File: config.mk
export PLATFORM = sky130hd
export DESIGN_NAME = bram_fifo
export DESIGN_NICKNAME = d
export VERILOG_FILES = /design/src/rtl/bram_fifo_pkg.sv /design/src/rtl/bram_fifo_bram.sv /design/src/rtl/bram_fifo.sv
export SDC_FILE = /design/constraint.sdc
export NUM_CORES = 1
export LEC_CHECK = 0
export ABC_AREA = 1
export BUFFER_PORTS_ARGS = -buffer_cell sky130_fd_sc_hd__buf_4
export CELL_PAD_IN_SITES_DETAIL_PLACEMENT = 0
export CELL_PAD_IN_SITES_GLOBAL_PLACEMENT = 1
export CORE_MARGIN = 5
export CORE_UTILIZATION = 52
export DETAILED_ROUTE_END_ITERATION = 16
export GPL_ROUTABILITY_DRIVEN = 0
export GPL_TIMING_DRIVEN = 0
export PLACE_DENSITY = 0.9
export SLEW_MARGIN = 5
export SYNTH_ARGS = -nofsm -noshare
export SYNTH_HDL_FRONTEND = slang
export SYNTH_SLANG_ARGS = --single-unit
File: constraint.sdc
create_clock -name clk_i -period 4.8 [get_ports clk_i]
set_clock_uncertainty 0.05 [all_clocks]
set_input_delay 0.72 -clock clk_i [delete_from_list [all_inputs] [get_ports clk_i]]
set_output_delay 0.72 -clock clk_i [all_outputs]
set_load 0.05 [all_outputs]
File: src/rtl/bram_fifo_pkg.sv
// Shared width helpers for the bram_fifo block.
//   cnt_width(depth) : bits needed to hold a count in 0..depth
//   ptr_width(depth) : bits needed to address depth words
package bram_fifo_pkg;

    function automatic int cnt_width(input int depth);
        return $clog2(depth + 1);
    endfunction

    function automatic int ptr_width(input int depth);
        return $clog2(depth);
    endfunction

endpackage

File: src/rtl/bram_fifo_bram.sv
// Simple dual-port block RAM with a registered read port.
//   clk_i, rst_i       : clock, synchronous active-high reset (read register only)
//   wr_en/wr_addr/data_i : write port
//   rd_en/rd_addr       : read port; data_o updates one edge after rd_en
//   data_o              : registered read data, holds while rd_en is low
module bram #(
    parameter int RAM_WIDTH  = 8,
    parameter int RAM_DEPTH  = 16,
    parameter int ADDR_WIDTH = $clog2(RAM_DEPTH)
) (
    input  logic                  clk_i,
    input  logic                  rst_i,
    input  logic                  wr_en,
    input  logic [ADDR_WIDTH-1:0] wr_addr,
    input  logic [RAM_WIDTH-1:0]  data_i,
    input  logic                  rd_en,
    input  logic [ADDR_WIDTH-1:0] rd_addr,
    output logic [RAM_WIDTH-1:0]  data_o
);

    logic [RAM_WIDTH-1:0] mem [RAM_DEPTH];

    // Array contents are never reset so the memory maps onto a plain block RAM.
    always_ff @(posedge clk_i) begin
        if (wr_en) begin
            mem[wr_addr] <= data_i;
        end
    end

    always_ff @(posedge clk_i) begin
        if (rst_i) begin
            data_o <= '0;
        end else if (rd_en) begin
            data_o <= mem[rd_addr];
        end
    end

endmodule

File: src/rtl/bram_fifo.sv
// Single-clock FIFO controller around a registered-read block RAM.
//   clk_i, rst_i, flush_i          : clock, sync active-high reset, sync clear
//   wr_valid_i/wr_ready_o/wr_data_i : input stream
//   rd_valid_o/rd_ready_i/rd_data_o : output stream, rd_data_o comes straight from the RAM
//   count_o                         : words held, including the one on the output
//   full_o/empty_o/almost_full_o/almost_empty_o : status from the registered count
module bram_fifo
    import bram_fifo_pkg::*;
#(
    parameter int DATA_WIDTH = 8,
    parameter int DEPTH      = 16,
    parameter int AF_LEVEL   = DEPTH - 2,
    parameter int AE_LEVEL   = 2
) (
    input  logic                         clk_i,
    input  logic                         rst_i,
    input  logic                         flush_i,
    input  logic                         wr_valid_i,
    output logic                         wr_ready_o,
    input  logic [DATA_WIDTH-1:0]        wr_data_i,
    output logic                         rd_valid_o,
    input  logic                         rd_ready_i,
    output logic [DATA_WIDTH-1:0]        rd_data_o,
    output logic [cnt_width(DEPTH)-1:0]  count_o,
    output logic                         full_o,
    output logic                         empty_o,
    output logic                         almost_full_o,
    output logic                         almost_empty_o
);

    localparam int PTR_W = ptr_width(DEPTH);
    localparam int CNT_W = cnt_width(DEPTH);

    logic [PTR_W-1:0] wr_ptr;
    logic [PTR_W-1:0] rd_ptr;
    // Words in the RAM not yet read out; the word on the output is tracked by out_valid.
    logic [CNT_W-1:0] mem_count;
    logic             out_valid;

    logic clear;
    logic wr_accept;
    logic pop;
    logic rd_issue;

    assign clear     = rst_i || flush_i;
    assign wr_accept = wr_valid_i && wr_ready_o && !clear;
    assign pop       = out_valid && rd_ready_i;
    // mem_count excludes this cycle's write, so a read never hits the address being written.
    assign rd_issue  = (mem_count != '0) && (!out_valid || pop) && !clear;

    always_ff @(posedge clk_i) begin
        if (clear) begin
            wr_ptr    <= '0;
            rd_ptr    <= '0;
            mem_count <= '0;
            out_valid <= 1'b0;
        end else begin
            if (wr_accept) begin
                wr_ptr <= wr_ptr + PTR_W'(1);
            end
            if (rd_issue) begin
                rd_ptr <= rd_ptr + PTR_W'(1);
            end
            case ({wr_accept, rd_issue})
                2'b10:   mem_count <= mem_count + CNT_W'(1);
                2'b01:   mem_count <= mem_count - CNT_W'(1);
                default: mem_count <= mem_count;
            endcase
            if (rd_issue) begin
                out_valid <= 1'b1;
            end else if (pop) begin
                out_valid <= 1'b0;
            end
        end
    end

    assign rd_valid_o     = out_valid;
    assign count_o        = mem_count + CNT_W'(out_valid);
    assign wr_ready_o     = count_o < CNT_W'(DEPTH);
    assign full_o         = count_o == CNT_W'(DEPTH);
    assign empty_o        = count_o == '0;
    assign almost_full_o  = count_o >= CNT_W'(AF_LEVEL);
    assign almost_empty_o = count_o <= CNT_W'(AE_LEVEL);

    bram #(
        .RAM_WIDTH (DATA_WIDTH),
        .RAM_DEPTH (DEPTH),
        .ADDR_WIDTH(PTR_W)
    ) u_bram (
        .clk_i  (clk_i),
        .rst_i  (rst_i),
        .wr_en  (wr_accept),
        .wr_addr(wr_ptr),
        .data_i (wr_data_i),
        .rd_en  (rd_issue),
        .rd_addr(rd_ptr),
        .data_o (rd_data_o)
    );

endmodule
# Yosys cells after proc, flatten, opt, wreduce, memory -nomap -nowiden
# Memories as Yosys holds them, arrays and structs flattened. A register that Yosys moved wholly into a read port is not among the register bits.
# Cells that the tools add are included.
[classes]
reduce_logical = 13
addsub = 5
mux = 5
eq_ne = 3
magnitude_cmp = 3
[ops]
columns = ["cell", "count"]
rows = [
  ["5-bit case mux with 2 select lines", 1],
  ["4-bit by 1-bit adder with 4-bit output (second input constant)", 2],
  ["5-bit by 1-bit adder with 5-bit output", 1],
  ["5-bit by 1-bit adder with 5-bit output (second input constant)", 1],
  ["5-bit equality test (second input constant)", 1],
  ["5-bit by 4-bit >= comparator with 1-bit output (second input constant)", 1],
  ["5-bit by 2-bit less-or-equal comparator with 1-bit output (second input constant)", 1],
  ["1-bit logical AND", 5],
  ["5-bit zero test", 1],
  ["5-bit < comparator (second input constant)", 1],
  ["5-bit nonzero test", 1],
  ["5-bit by 1-bit subtractor with 5-bit output (second input constant)", 1],
  ["1-bit 2-to-1 mux", 4],
  ["2-bit nonzero test", 2],
  ["2-bit by 1-bit equality test with 1-bit output (second input constant)", 1],
  ["2-bit equality test (second input constant)", 1],
  ["1-bit zero test", 2],
  ["1-bit logical OR", 2],
]
[word_totals]
wordCells = 34
reg_bits = 14
mem_bits_rw = 128
mem_count = 1
output_inout_bits = 19
inputBits = 13
[mem_list]
columns = ["memory", "depth", "width", "read_ports", "rd_clocked_by_memory_dff", "wr", "line_no", "source"]
rows = [
  ["u_bram.mem", 16, 8, 1, 1, 1, "bram_fifo_bram.sv:21", "logic [RAM_WIDTH-1:0] mem [RAM_DEPTH];"],
]

# Depth between registers and ports, before layout
[depth]
word_depth = 6
depth_mapped = 17
mapped_depth_nobuf = 17

# Hierarchy
# Synthesis repeated with hierarchy kept, for this count alone.
[unflattened]
hier_cells = 627
area_unflattened_um2 = 6532.5
[by_module_without_submodules]
columns = ["module", "cells_each", "seq_area_each_um2", "n_inst", "area_each_um2"]
rows = [
  ["bram", 490, 4003.8, 1, 5577.8],
  ["bram_fifo", 137, 280.3, 1, 954.7],
]

# Worst setup path before layout
# No wires, ideal clock.
[synth_timing]
path_type = "flip-flop to output port"
startpoint = "register out_valid (netlist: rd_valid_o)"
endpoint = "output almost_full_o"
setup_slack_ns = 0.759
path_stages_with_launch = 6
path_buffers = 0
t_required_ns = 4.030
t_arrival_ns = 3.271
cell_sequence = "dfxtp_1 -> ha_1 -> ha_1 -> xor2_1 -> inv_1 -> o31ai_1"
[synth_via]
elab_chain_cells = 2
[synth_lines]
columns = ["element", "line_no", "source"]
rows = [
  ["start: declaration", "bram_fifo.sv:38", "logic out_valid;"],
  ["start signal: assignment", "bram_fifo.sv:56", "out_valid <= 1'b0;"],
  ["start signal: assignment", "bram_fifo.sv:70", "out_valid <= 1'b1;"],
  ["start signal: assignment", "bram_fifo.sv:72", "out_valid <= 1'b0;"],
  ["5-bit by 1-bit adder with 5-bit output", "bram_fifo.sv:78", "assign count_o = mem_count + CNT_W'(out_valid);"],
  ["named net count_o[2]", "bram_fifo.sv:24", "output logic [cnt_width(DEPTH)-1:0] count_o,"],
  ["5-bit by 4-bit >= comparator with 1-bit output", "bram_fifo.sv:82", "assign almost_full_o = count_o >= CNT_W'(AF_LEVEL);"],
  ["end: declaration", "bram_fifo.sv:27", "output logic almost_full_o,"],
]
# The timed path passes the listed nets, and every way through them passes these cells.

# Worst setup path in the final report
[layout_timing]
startpoint = "register mem_count[0]"
endpoint = "register mem_count[4]"
[layout_via]
elab_chain_cells = 6
elab_cells_between_ends = 13
cone_classes = "3 x add/sub; 1 x order compare; 2 x eq/ne; 1 x mux; 6 x reduce/logical"
[layout_lines]
columns = ["element", "line_no", "source"]
rows = [
  ["start: declaration", "bram_fifo.sv:37", "logic [CNT_W-1:0] mem_count;"],
  ["start signal: assignment", "bram_fifo.sv:65", "2'b10: mem_count <= mem_count + CNT_W'(1);"],
  ["start signal: assignment", "bram_fifo.sv:66", "2'b01: mem_count <= mem_count - CNT_W'(1);"],
  ["start signal: assignment", "bram_fifo.sv:67", "default: mem_count <= mem_count;"],
  ["5-bit by 1-bit adder with 5-bit output", "bram_fifo.sv:78", ""],
  ["5-bit < comparator", "bram_fifo.sv:79", "assign wr_ready_o = count_o < CNT_W'(DEPTH);"],
  ["1-bit logical AND (2 in series)", "bram_fifo.sv:46", "assign wr_accept = wr_valid_i && wr_ready_o && !clear;"],
  ["2-bit by 1-bit equality test with 1-bit output / 2-bit equality test (equally long branches)", "bram_fifo.sv:64", "case ({wr_accept, rd_issue})"],
  ["5-bit case mux with 2 select lines / 2-bit nonzero test (equally long branches)", "n/a", ""],
]
# Several ways; a longest one is shown, not always the timed one.
# A chain may end at the register's enable or synchronous reset.

==> metrics.yaml <==
die:
  die_area_um2: 15300
  die_x_um: 124
  num_rows: 41
  core_area_um2: 12700
  initial_core_util: 0.530
  io_pins: 32
  die_height_um: 124
clocking:
  clkLatencyLatePin_ps: 420
  cts_buffer_depth: 2
  numCtsBuffers: 17
  cts_tree: "built"
  cts_setup_buffers: 0
  post_cts_resized: 0
  cts_root_buf: "clkbuf_16"
  h-tree-depth: 4
  clk_pin_slew_ps: 60
  cts_hold_buffers: 0
  clock_sinks: 150
detailed_routing:
  vias_per_cell: 5.38
  routedWlPerCell_um: 18.5
  final_antenna_net_count: 0
  route.final.wire_length_um: 17100
  num_vias: 4968
  drtIter0Drc: 452
  drc_errors: 0
  drt_pass1_iterations: 6
cells_and_area:
  diodes: 0
  fillers: 1050
  nNetsFinal: 764
  utilization: 0.612
  multiInputGateArea_um2: 1910
  layout_commonest_cell: "nand2_1"
  drive_gt1_frac: 0.116
  syn2layout_area_growth_pct: 15.4
  regArea_um2: 4280
  layout_common_cells: "nand2_1 (224), edfxtp_1 (128), nand3_1 (95)"
sta:
  finalHoldViolations: 0
  fin_crit_ps: 2970
  worst_slew_pin_slew_ps: 869
  maxSlewHeadroom: 0.419
  period_share: 0.620
  fmax_mhz: 336
  rsz0062_at_grt: "false"
  fin_setup_tns_ps: 0
  slew_violations: 0
  setup_viol: 0
setup_path:
  arrival_ps: 3200
  worst_ep_required_time_ps: 5030
  criticalPathCategory: "flip-flop to flip-flop"
  cp-end-kind: "flip-flop"
  startpoint_type: "flip-flop"
  crit_path_max_fanout: 10
global_routing:
  grt_use_total: 0.237
  overflow: 0
  grt_max_degree: 17
  first_global_vias: 4852
  grt_pass1_wl_um: 26200
  antenna_found_initial: 0
synthesis:
  ys_warn_count: 0
  syn_area_um2: 6720
  synth_edf_count: 128
  synth_flop_cell: "edfxtp_1"
  synth_seq_cells: 150
  avgSynthCellArea_um2: 9.74
  synthArstFlopShare: 0
  syn_nets: 715
  synth_top_cell_area_share: 0.572
  synthCells: 690
  seq_area_frac_synth: 0.637
  synth.distinct_cells: 31
  yosys.area.top_type: "edfxtp_1"
  synth_area_leaders: "edfxtp_1 (57%), nand2_1 (13%), nand3_1 (7.1%), dfxtp_1 (6.6%), inv_1 (5.2%)"
hold_path:
  hp-class: "flip-flop to flip-flop"
outcome:
  status: "finished, final reports clean"
power:
  leakagePower_nw: 3.29
  comb_power_share: 0.049
  power_w: 0.00291
  p_sw_frac: 0.203
  power.switching_w: 0.000592
  p_per_area_nw_per_um2: 375
  p_seq_frac: 0.490
  clockPowerShare: 0.461
  internal_power_w: 0.00232
  vdd_drop_max_uv: 226
run:
  cap_violations: 0
placed_design:
  port_buffers: 30
  dp_hpwl_um: 11400
state kept, by name, summed over array words and instances, names as in the netlist:
signal and cells:
mem_count 5, rd_ptr 4, rd_valid_o 1, u_bram.data_o 8, u_bram.mem 128, wr_ptr 4
critical path: stages (launching register included):
cell,delay (ps)
dfxtp_1,390
ha_1,200
ha_1,180
nand3_1,120
xor2_2,380
nor2_8,90
inv_1,120
ha_1,270
inv_1,90
fa_1,400
inv_1,70
nand2_1,50
a21oi_1,160
nor2_1,60
nand2_1,50
nand2_1,50
nand2_1,60
a21oi_1,50
layout make-up:
cell class / count / share of cell area
flip-flops and latches: 150 / 0.552
multi-input cells: 412 / 0.246
clock buffers: 19 / 0.0558
inverters: 99 / 0.0481
repair buffers: 30 / 0.0290
well taps: 172 / 0.0277
clock inverters: 13 / 0.0208
plain buffers: 29 / 0.0198
synth_stat cells (all sizes together) (2+ instances only):
master and n:
a21oi 11, buf 24, clkbuf 5, clkinv 3, dfxtp 22, edfxtp 128
ha 11, inv 96, nand2 226, nand3 97, nor2 44, nor3 2
o21ai 7, o31ai 2, xor2 7
final timing paths:
check	start	endpoint	slack, ps	cells past startpoint
worst max-delay path	mem_count[0]	mem_count[4]	1830	17
worst min-delay path	mem_count[4]	mem_count[4]	470	2
worst max register to register	mem_count[0]	mem_count[4]	1830	17
worst min register to register	mem_count[4]	mem_count[4]	470	2
stage by stage:
stage / setup slack, ps / instances / area, µm² / hold WS [ps]
2_1_floorplan: 759 / 690 / 6720 / 411
3_3_place_gp: 1820 / 892 / 7160 / 441
3_5_place_dp: 1760 / 892 / 7160 / 453
4_1_cts: 1810 / 924 / 7760 / 459
5_1_grt: 1520 / 924 / 7760 / 474
6_report: 1830 / 924 / 7760 / 468
metal layers:
metal | part of all wire | wire [µm] | global-route usage
met5 | 0 | 0 | 0
met4 | 0.032 | 549 | 0.102
met3 | 0.093 | 1590 | 0.0500
met2 | 0.47 | 8030 | 0.380
met1 | 0.40 | 6910 | 0.315
kinds of logic (layout without fill, tap and decap cells):
logic type,count (synthesis),count (layout),share of synthesized area
and+or+nand+nor,371,371,0.233
DFF,150,150,0.637
buffers and inverters,128,190,0.0784
AOI/OAI and AO/OA,21,21,0.0168
adders and majority gates,12,12,0.0235
xor gates and xnor gates,8,8,0.0115
power by group through the flow:
stage	combinational (W)	sequential [W]	clock, W
2_1_floorplan	0.0000701	0.00146	0
3_3_place_gp	0.000136	0.00145	0
3_5_place_dp	0.000140	0.00145	0
4_1_cts	0.000141	0.00143	0.00135
5_1_grt	0.000153	0.00143	0.00141
6_report	0.000142	0.00143	0.00134
Power figures use the tool's default switching activity.
